<file path="src/rtl/ro_meas_pkg.sv">
// Shared definitions for the ring-oscillator frequency meter.
// Holds the measurement state encoding, the synchroniser depth and the
// saturating increment used by the edge counter.
package ro_meas_pkg;

   typedef enum logic [1:0] {
      ST_IDLE,
      ST_SETTLE,
      ST_GATE
   } meas_state_t;

   localparam int SYNC_STAGES = 2;

   // Working width of sat_inc; counters up to 32 bits wide can use it.
   localparam int SAT_W = 32;

   // Returns val+1, but never goes past max_val.
   function automatic logic [SAT_W-1:0] sat_inc(input logic [SAT_W-1:0] val,
                                                input logic [SAT_W-1:0] max_val);
      if (val >= max_val) begin
         return max_val;
      end
      return val + 1'b1;
   endfunction

endpackage

</file>
<file path="src/rtl/ro_edge_sync.sv">
// Multi-flop synchroniser with rising-edge detector for one asynchronous tap.
// Ports:
//   wb_clk_i   clock
//   wb_rst_ni  asynchronous active-low reset
//   clr_i      synchronous clear of all history (held while the meter is idle)
//   d_i        asynchronous input
//   rise_o     high for one cycle after a synchronised 0->1 transition
module ro_edge_sync
   import ro_meas_pkg::*;
#(
   parameter int STAGES = SYNC_STAGES
) (
   input  logic wb_clk_i,
   input  logic wb_rst_ni,
   input  logic clr_i,
   input  logic d_i,
   output logic rise_o
);

   logic [STAGES-1:0] sync_q;
   logic              prev_q;

   // Shift the tap through the synchroniser; prev_q holds the previous
   // synchronised value so a rising edge can be spotted. Clearing keeps the
   // chain at zero so a new run never sees stale history.
   always_ff @(posedge wb_clk_i or negedge wb_rst_ni) begin
      if (!wb_rst_ni) begin
         sync_q <= '0;
         prev_q <= 1'b0;
      end else if (clr_i) begin
         sync_q <= '0;
         prev_q <= 1'b0;
      end else begin
         sync_q <= {sync_q[STAGES-2:0], d_i};
         prev_q <= sync_q[STAGES-1];
      end
   end

   assign rise_o = sync_q[STAGES-1] & ~prev_q;

endmodule

</file>
<file path="src/rtl/ro_freq_meter.sv">
// Ring-oscillator frequency meter: selects one of NUM_CH oscillator taps,
// enables the oscillators only while measuring, lets them settle, then counts
// synchronised rising edges over a programmable window of clock cycles.
// Ports:
//   wb_clk_i, wb_rst_ni  clock and asynchronous active-low reset
//   ro_tap_i             asynchronous oscillator taps
//   sel_i, gate_i        tap select and window length, latched on start
//   start_i, abort_i     measurement request and cancel
//   ro_en_o, busy_o      oscillator enable and measurement-in-progress
//   done_o               one-cycle pulse when count_o/ovf_o update
//   count_o, ovf_o       last result and its saturation flag
module ro_freq_meter
   import ro_meas_pkg::*;
#(
   parameter int NUM_CH = 16,
   parameter int CNT_W  = 24,
   parameter int GATE_W = 20,
   parameter int SETTLE = 4,
   localparam int SEL_W = $clog2(NUM_CH)
) (
   input  logic              wb_clk_i,
   input  logic              wb_rst_ni,
   input  logic [NUM_CH-1:0] ro_tap_i,
   input  logic [SEL_W-1:0]  sel_i,
   input  logic [GATE_W-1:0] gate_i,
   input  logic              start_i,
   input  logic              abort_i,
   output logic              ro_en_o,
   output logic              busy_o,
   output logic              done_o,
   output logic [CNT_W-1:0]  count_o,
   output logic              ovf_o
);

   localparam logic [CNT_W-1:0] CNT_MAX = '1;

   meas_state_t       state_q, state_d;
   logic [SEL_W-1:0]  sel_q;
   logic [GATE_W-1:0] gate_q;
   logic [GATE_W-1:0] timer_q;
   logic [CNT_W-1:0]  edge_cnt_q, edge_cnt_d;
   logic              ovf_run_q, ovf_run_d;
   logic              tap_mux;
   logic              rise;
   logic              accept;
   logic              finish;
   logic              timer_zero;

   // Tap mux driven by the latched select so sel_i may change mid-run.
   // Selects beyond NUM_CH-1 read as a quiet tap.
   always_comb begin
      tap_mux = 1'b0;
      for (int i = 0; i < NUM_CH; i++) begin
         if (sel_q == SEL_W'(i)) begin
            tap_mux = ro_tap_i[i];
         end
      end
   end

   ro_edge_sync #(
      .STAGES (SYNC_STAGES)
   ) u_edge_sync (
      .wb_clk_i  (wb_clk_i),
      .wb_rst_ni (wb_rst_ni),
      .clr_i     (state_q == ST_IDLE),
      .d_i       (tap_mux),
      .rise_o    (rise)
   );

   assign timer_zero = (timer_q == '0);

   // State register.
   always_ff @(posedge wb_clk_i or negedge wb_rst_ni) begin
      if (!wb_rst_ni) begin
         state_q <= ST_IDLE;
      end else begin
         state_q <= state_d;
      end
   end

   // Next-state logic. Abort beats both a simultaneous start and the final
   // gate cycle, so an aborted run never produces done_o. A zero-length
   // window is accepted but answered directly from IDLE.
   always_comb begin
      state_d = state_q;
      accept  = 1'b0;
      finish  = 1'b0;
      case (state_q)
         ST_IDLE: begin
            if (start_i && !abort_i) begin
               accept = 1'b1;
               if (gate_i != '0) begin
                  state_d = ST_SETTLE;
               end
            end
         end
         ST_SETTLE: begin
            if (abort_i) begin
               state_d = ST_IDLE;
            end else if (timer_zero) begin
               state_d = ST_GATE;
            end
         end
         ST_GATE: begin
            if (abort_i) begin
               state_d = ST_IDLE;
            end else if (timer_zero) begin
               state_d = ST_IDLE;
               finish  = 1'b1;
            end
         end
         default: state_d = ST_IDLE;
      endcase
   end

   // Saturating edge count including this cycle's edge, so the last gate
   // cycle is counted when the result is captured. Once the counter sits at
   // its maximum, any further edge raises the sticky run overflow.
   always_comb begin
      edge_cnt_d = edge_cnt_q;
      ovf_run_d  = ovf_run_q;
      if (state_q == ST_GATE && rise) begin
         edge_cnt_d = CNT_W'(sat_inc(SAT_W'(edge_cnt_q), SAT_W'(CNT_MAX)));
         ovf_run_d  = ovf_run_q | (edge_cnt_q == CNT_MAX);
      end
   end

   // Datapath: one down-counter times the settle phase and then the gate
   // window; the result registers only move on a completed or zero-length run.
   always_ff @(posedge wb_clk_i or negedge wb_rst_ni) begin
      if (!wb_rst_ni) begin
         sel_q      <= '0;
         gate_q     <= '0;
         timer_q    <= '0;
         edge_cnt_q <= '0;
         ovf_run_q  <= 1'b0;
         done_o     <= 1'b0;
         count_o    <= '0;
         ovf_o      <= 1'b0;
      end else begin
         done_o <= 1'b0;
         if (accept) begin
            sel_q      <= sel_i;
            gate_q     <= gate_i;
            timer_q    <= GATE_W'(SETTLE - 1);
            edge_cnt_q <= '0;
            ovf_run_q  <= 1'b0;
            if (gate_i == '0) begin
               done_o  <= 1'b1;
               count_o <= '0;
               ovf_o   <= 1'b0;
            end
         end else begin
            if (state_q == ST_SETTLE) begin
               timer_q <= timer_zero ? (gate_q - 1'b1) : (timer_q - 1'b1);
            end
            if (state_q == ST_GATE) begin
               timer_q    <= timer_q - 1'b1;
               edge_cnt_q <= edge_cnt_d;
               ovf_run_q  <= ovf_run_d;
            end
            if (finish) begin
               done_o  <= 1'b1;
               count_o <= edge_cnt_d;
               ovf_o   <= ovf_run_d;
            end
         end
      end
   end

   assign ro_en_o = (state_q != ST_IDLE);
   assign busy_o  = (state_q != ST_IDLE);

endmodule

</file>
<file path="config.mk">
export PLATFORM = sky130hd
export DESIGN_NAME = ro_freq_meter
export DESIGN_NICKNAME = d
export VERILOG_FILES = /design/src/rtl/ro_meas_pkg.sv /design/src/rtl/ro_edge_sync.sv /design/src/rtl/ro_freq_meter.sv
export SDC_FILE = /design/constraint.sdc
export NUM_CORES = 1
export LEC_CHECK = 0
export CAP_MARGIN = 15
export CORE_MARGIN = 2
export CORE_UTILIZATION = 40
export CTS_BUF_LIST = sky130_fd_sc_hd__clkbuf_16
export CTS_CLUSTER_DIAMETER = 150
export DETAILED_ROUTE_END_ITERATION = 8
export SLEW_MARGIN = 25
export SYNTH_ARGS = -nofsm -noshare
export SYNTH_HDL_FRONTEND = slang
export SYNTH_SLANG_ARGS = --single-unit
</file>
<file path="constraint.sdc">
create_clock -name wb_clk_i -period 2.8 [get_ports wb_clk_i]
set_clock_uncertainty 0.05 [all_clocks]
set_input_delay 0.42 -clock wb_clk_i [delete_from_list [all_inputs] [get_ports wb_clk_i]]
set_output_delay 0.42 -clock wb_clk_i [all_outputs]
set_load 0.05 [all_outputs]
</file>
Word level (Yosys, flattened, before mapping)
Cells that the tools add are included.
{ "word_totals": {"regBits": 100, "input_bits": 44, "elab_cells": 108} }
{ "op_classes": {"addsub": 3, "order_cmp": 1, "n_eq_ne": 23, "mux": 53, "bitwise_logic": 3, "n_reduce_logical": 14} }
{ "op_table": {"columns": ["op", "n"], "rows": [
  ["24-bit two-way mux", 8],
  ["20-bit two-way mux", 4],
  ["20-bit logical NOT", 2],
  ["20-bit by 1-bit subtractor with 20-bit output, second input constant", 2],
  ["1-bit two-way mux", 33],
  ["4-bit == test, second input constant", 8],
  ["24-bit by 1-bit adder with 24-bit output, second input constant", 1],
  ["24-bit == test, second input constant", 1],
  ["24-bit greater-or-equal comparator, second input constant", 1],
  ["20-bit nonzero test", 1],
  ["4-bit by 3-bit == test with 1-bit output, second input constant", 4],
  ["2-bit two-way mux", 7],
  ["4-bit by 2-bit == test with 1-bit output, second input constant", 2],
  ["3-bit != test, second input constant", 2],
  ["2-bit case mux with 3 select lines", 1],
  ["2-bit nonzero test", 3],
  ["4-bit by 1-bit == test with 1-bit output, second input constant", 1],
  ["4-bit logical NOT", 1],
  ["2-bit != test, second input constant", 2],
  ["4-bit AND reduction", 1],
  ["3-bit nonzero test", 1],
  ["2-bit by 1-bit == test with 1-bit output, second input constant", 1],
  ["2-bit == test, second input constant", 1],
  ["1-bit logical AND", 2],
  ["7 further kinds", 7]
]} }

Longest topological paths before layout
{ "depth": {"word_depth": 18, "ltp_mapped": 9, "mapped_depth_nobuf": 8} }

Hierarchy
Synthesis repeated with hierarchy kept, for this count alone.
{ "hier_totals": {"hier_cells": 631, "hier_area_um2": 5467.7} }
{ "modules_own_cells": {"columns": ["mod", "n_inst", "cells_each", "area_per_inst_um2", "seq_area_each_um2"], "rows": [
  ["ro_freq_meter", 1, 624, 5365.1, 2427.3],
  ["ro_edge_sync", 1, 7, 102.6, 75.1]
]} }

Least setup slack after synthesis
No wires, ideal clock.
{ "synth_timing": {"path_type": "register to register", "startpoint": "reg timer_q[8]", "endpoint": "reg count_o[16]", "setup_ns": 0.125, "arrival_time_ns": 2.225, "required_ns": 2.625, "slack_ns": 0.400, "path_stages_with_launch": 7, "path_buffers": 0, "synth_period_minus_slack_ns": 2.400, "cell_sequence": "dfrtp_1 > or4_4 > nor4_4 > nand3_4 > or3_4 > nand2_1 > mux2_2"} }
{ "synth_via": {"elab_chain_len": 6} }
{ "synth_lines": {"columns": ["element", "line", "text"], "rows": [
  ["start: declaration", "ro_freq_meter.sv:40", "logic [GATE_W-1:0] timer_q;"],
  ["start signal: assignment", "ro_freq_meter.sv:145", "timer_q <= GATE_W'(SETTLE - 1);"],
  ["start signal: assignment", "ro_freq_meter.sv:155", "timer_q <= timer_zero ? (gate_q - 1'b1) : (timer_q - 1'b1);"],
  ["start signal: assignment", "ro_freq_meter.sv:158", "timer_q <= timer_q - 1'b1;"],
  ["20-bit logical NOT", "ro_freq_meter.sv:70", "assign timer_zero = (timer_q == '0);"],
  ["1-bit two-way mux", "ro_freq_meter.sv:107", "end else if (timer_zero) begin"],
  ["1-bit two-way mux", "ro_freq_meter.sv:105", "if (abort_i) begin"],
  ["1-bit two-way mux", "ro_freq_meter.sv:88", "case (state_q)"],
  ["2-bit nonzero test (no source line)", null, null],
  ["2-bit AND reduction (no source line)", null, null],
  ["end signal: assignment", "ro_freq_meter.sv:164", "count_o <= edge_cnt_d;"],
  ["end: declaration", "ro_freq_meter.sv:31", "output logic [CNT_W-1:0] count_o,"]
]} }
No other way between the ends.
A chain may end at the register's enable or synchronous reset.

Final worst setup path
{ "layout_timing": {"startpoint": "reg timer_q[8]", "endpoint": "reg count_o[21]"} }
The elaborated chain is that of the path after synthesis.

==> summary.md <==
| Metric | Value |
|---|---|
| Status | `finished, final reports clean` |
| GRT overflow | `0` |
| Crit path kind | `reg -> reg` |
| Tot GR Track Use | `20.37%` |
| Num ports | `72` |
| # hold bufs at CTS | `1` |
| Synth Register Bits | `100` |
| Clock Root Buffer | `clkbuf_16` |
| Sequential share of power | `41.9%` |
| Drt first pass iters | `4` |
| Slew Limit Headroom | `46.13%` |
| H-tree levels | `3` |
| RSZ-0062 raised after global routing | `no` |
| Internal power | `2900 uW` |
| CTS tree | `yes` |
| Syn Nets | `629` |
| Distinct cells, synth | `66` |
| WP data arrival | `2.86 ns` |
| Initial DRC count | `301` |
| Max-Cap Viols | `0` |
| Vias in the first global route | `4,433` |
| Min cycle time layout | `2.627 ns` |
| Max Freq | `380.7 MHz` |
| Largest net degree at the start of global routing | `71` |
| Area taken by multi-input logic gates | `2724 sq um` |
| DRC viols | `0` |
| Slew Limit Fails | `0` |
| Commonest cells in the netlist | `117 x nand2_1, 100 x dfrtp_1, 48 x nor2_1, 35 x a21oi_1, 23 x o21ai_0` |
| Placement-stage cell area | `6377 sq um` |
| Area growth syn-to-layout | `23.77%` |
| Synth warnings | `0` |
| Chip Width | `119.9 um` |
| Total Wirelength | `13.84 mm` |
| Sink Count | `100` |
| Switching Share | `37.51%` |
| Synth Area per Inst | `9.241 sq um` |
| ANT cells | `0` |
| Via count | `4,656` |
| Combinational share of power | `33.7%` |
| CTS Buf Count | `9` |
| Port bufs | `71` |
| Initial antenna violation count | `0` |
| Layout cells sized above 1 | `9.910%` |
| Vias per inst | `5.530` |
| Hold/Removal Path Class | `reg -> reg` |
| Synth top area share | `46.61%` |
| Peak supply drop | `0.2889 mV` |
| Clk slew on worst S/H paths | `0.07 ns` |
| Core Area | `13,190 sq um` |
| Power Dens Cells | `698.3 nW/um^2` |
| Seq/Total Area, Yosys | `46.61%` |
| Post-synth EDFFs | `0` |
| CP Capture Type | `flop` |
| Final Hold Fails | `0` |
| GR Util met1 | `30.71%` |
| Die Area | `14,370 sq um` |
| Worst skew pair latency | `0.34 ns` |
| Most frequent cell after synthesis | `nand2_1` |
| Initial core utilization | `40.70%` |
| Crit-path max FO | `19` |
| Synth Flop Type | `dfrtp_1` |
| FF/Latch Area | `2502 sq um` |
| Global-route wire length before repair | `23.29 mm` |
| Hpwl dp | `10.03 mm` |
| Worst EP required | `3.04 ns` |
| Synth area leaders | `dfrtp_1 47%, nand2_1 8.2%, nor2_1 3.4%` |
| Busiest grt layer | `met1` |
| Synthesized instance count | `581` |
| Met2 Usage GRT | `30.07%` |
| DR WL/cell | `16.44 um` |
| CP Launch Type | `flop` |
| Clock power share | `24.4%` |
| P_sw | `1740 uW` |
| Leak | `0.002887 uW` |
| Slew @ Worst Pin | `0.7971 ns` |
| Maximum clock insertion buffer count | `2` |
| Final non-filler cell total | `842` |
| Ys async rst share | `100.0%` |
| Post-CTS sizing | `0` |
| # setup viols final | `0` |
| Gpl congestion | `0.8720` |
| Cell area after synthesis | `5369 sq um` |
| Post-CTS setup buffer count | `0` |
| Grt met3 use | `3.802%` |
| Die Ht | `119.9 um` |
| Cell accounting for the most synthesized area | `dfrtp_1` |
| Fillcell total | `1,238` |
| Antenna Nets Post-Route | `0` |
| Final worst path period share | `93.82%` |
| Fin nets | `710` |
| Number of cells after detailed placement | `826` |
| # rows | `42` |
| Post-Route Setup TNS | `0 ns` |
| Final Cell Area | `6645 sq um` |
## per-layer routing
metal / share of wire (%) / up-vias
li1: - / 2256
met1: 50 / 2274
met2: 44 / 115
met3: 5.4 / 11
met4: 1.2 / 0
met5: 0 / -
## worst paths after layout
kind,start,slack [ns],end,cells past startpoint
max in group asynchronous,wb_rst_ni,1.47,edge_cnt_q[11],3
min in group asynchronous,wb_rst_ni,0.52,gate_q[14],2
worst min register to register,u_edge_sync.sync_q[0],0.42,u_edge_sync.sync_q[1],1
worst max-delay path,timer_q[8],0.17,count_o[21],7
worst max register to register,timer_q[8],0.17,count_o[21],7
worst min-delay path,u_edge_sync.sync_q[0],0.42,u_edge_sync.sync_q[1],1
## sequential cells by signal, indices dropped and copies added, names as in the netlist
signal / count
count_o: 24
done_o: 1
edge_cnt_q: 24
gate_q: 20
ovf_o: 1
ovf_run_q: 1
sel_q: 4
state_q: 2
timer_q: 20
u_edge_sync.prev_q: 1
u_edge_sync.sync_q: 2
## layout by cell type, fill, tap and decap left out, drive strengths merged, types with 17 or more instances in the layout
master / Yosys / layout
a21oi: 35 / 35
buf: 5 / 25
clkdlybuf4s50: 0 / 70
dfrtp: 100 / 100
nand2: 117 / 117
nand3: 21 / 21
nor2: 49 / 49
nor3: 23 / 23
o21ai: 23 / 23
xor2: 17 / 17
## area by class of cell
type                    instances  area share (%)
clock buffers                   9           3.389
repair buffers                 96           13.71
well taps                     176           3.314
clock inverters                 6          0.4896
inverters                       8          0.4519
flip-flops and latches        100           37.66
multi-input cells             447           40.99
## cells by family (layout without fill, tap and decap cells)
group / after synthesis / count (layout) / share of synthesized area (%)
simple gates: 282 / 282 / 25.80
compound gates: 125 / 125 / 16.87
flops: 100 / 100 / 46.61
buf+inv: 34 / 119 / 2.773
xor+xnor: 28 / 28 / 4.568
mux: 8 / 8 / 2.447
fa+ha+maj: 4 / 4 / 0.9322
## power by group through the flow
stage               clock network, uW  logic (uW)  registers [uW]
finish                           1130        1560            1950
global route                     1220        1740            1980
CTS                              1160        1570            1940
detailed placement                  0        1560            1960
global placement                    0        1530            1950
floorplan                           0        1070            1940
## stage by stage
| step | power [uW] | hold slack, ns | utilization [%] | worst slack, ns |
|---|---|---|---|---|
| floorplan | 3010 | 0.07441 | - | 0.3999 |
| global placement | 3487 | 0.3458 | 48.35 | 0.2590 |
| detailed placement | 3521 | 0.3479 | 48.35 | 0.2241 |
| CTS | 4667 | 0.4207 | 50.38 | 0.1911 |
| global route | 4936 | 0.4349 | 50.38 | 0.06498 |
| finish | 4640 | 0.4152 | 50.38 | 0.1730 |
## critical path, stage by stage, from the launching register on
cell	delay (ns)
dfrtp_1	0.43
or4_4	0.60
nor4_4	0.36
nand3_4	0.17
or3_4	0.42
buf_4	0.24
nor3_2	0.20
a21o_1	0.10
Note: power is estimated with default switching activity, not from simulation.
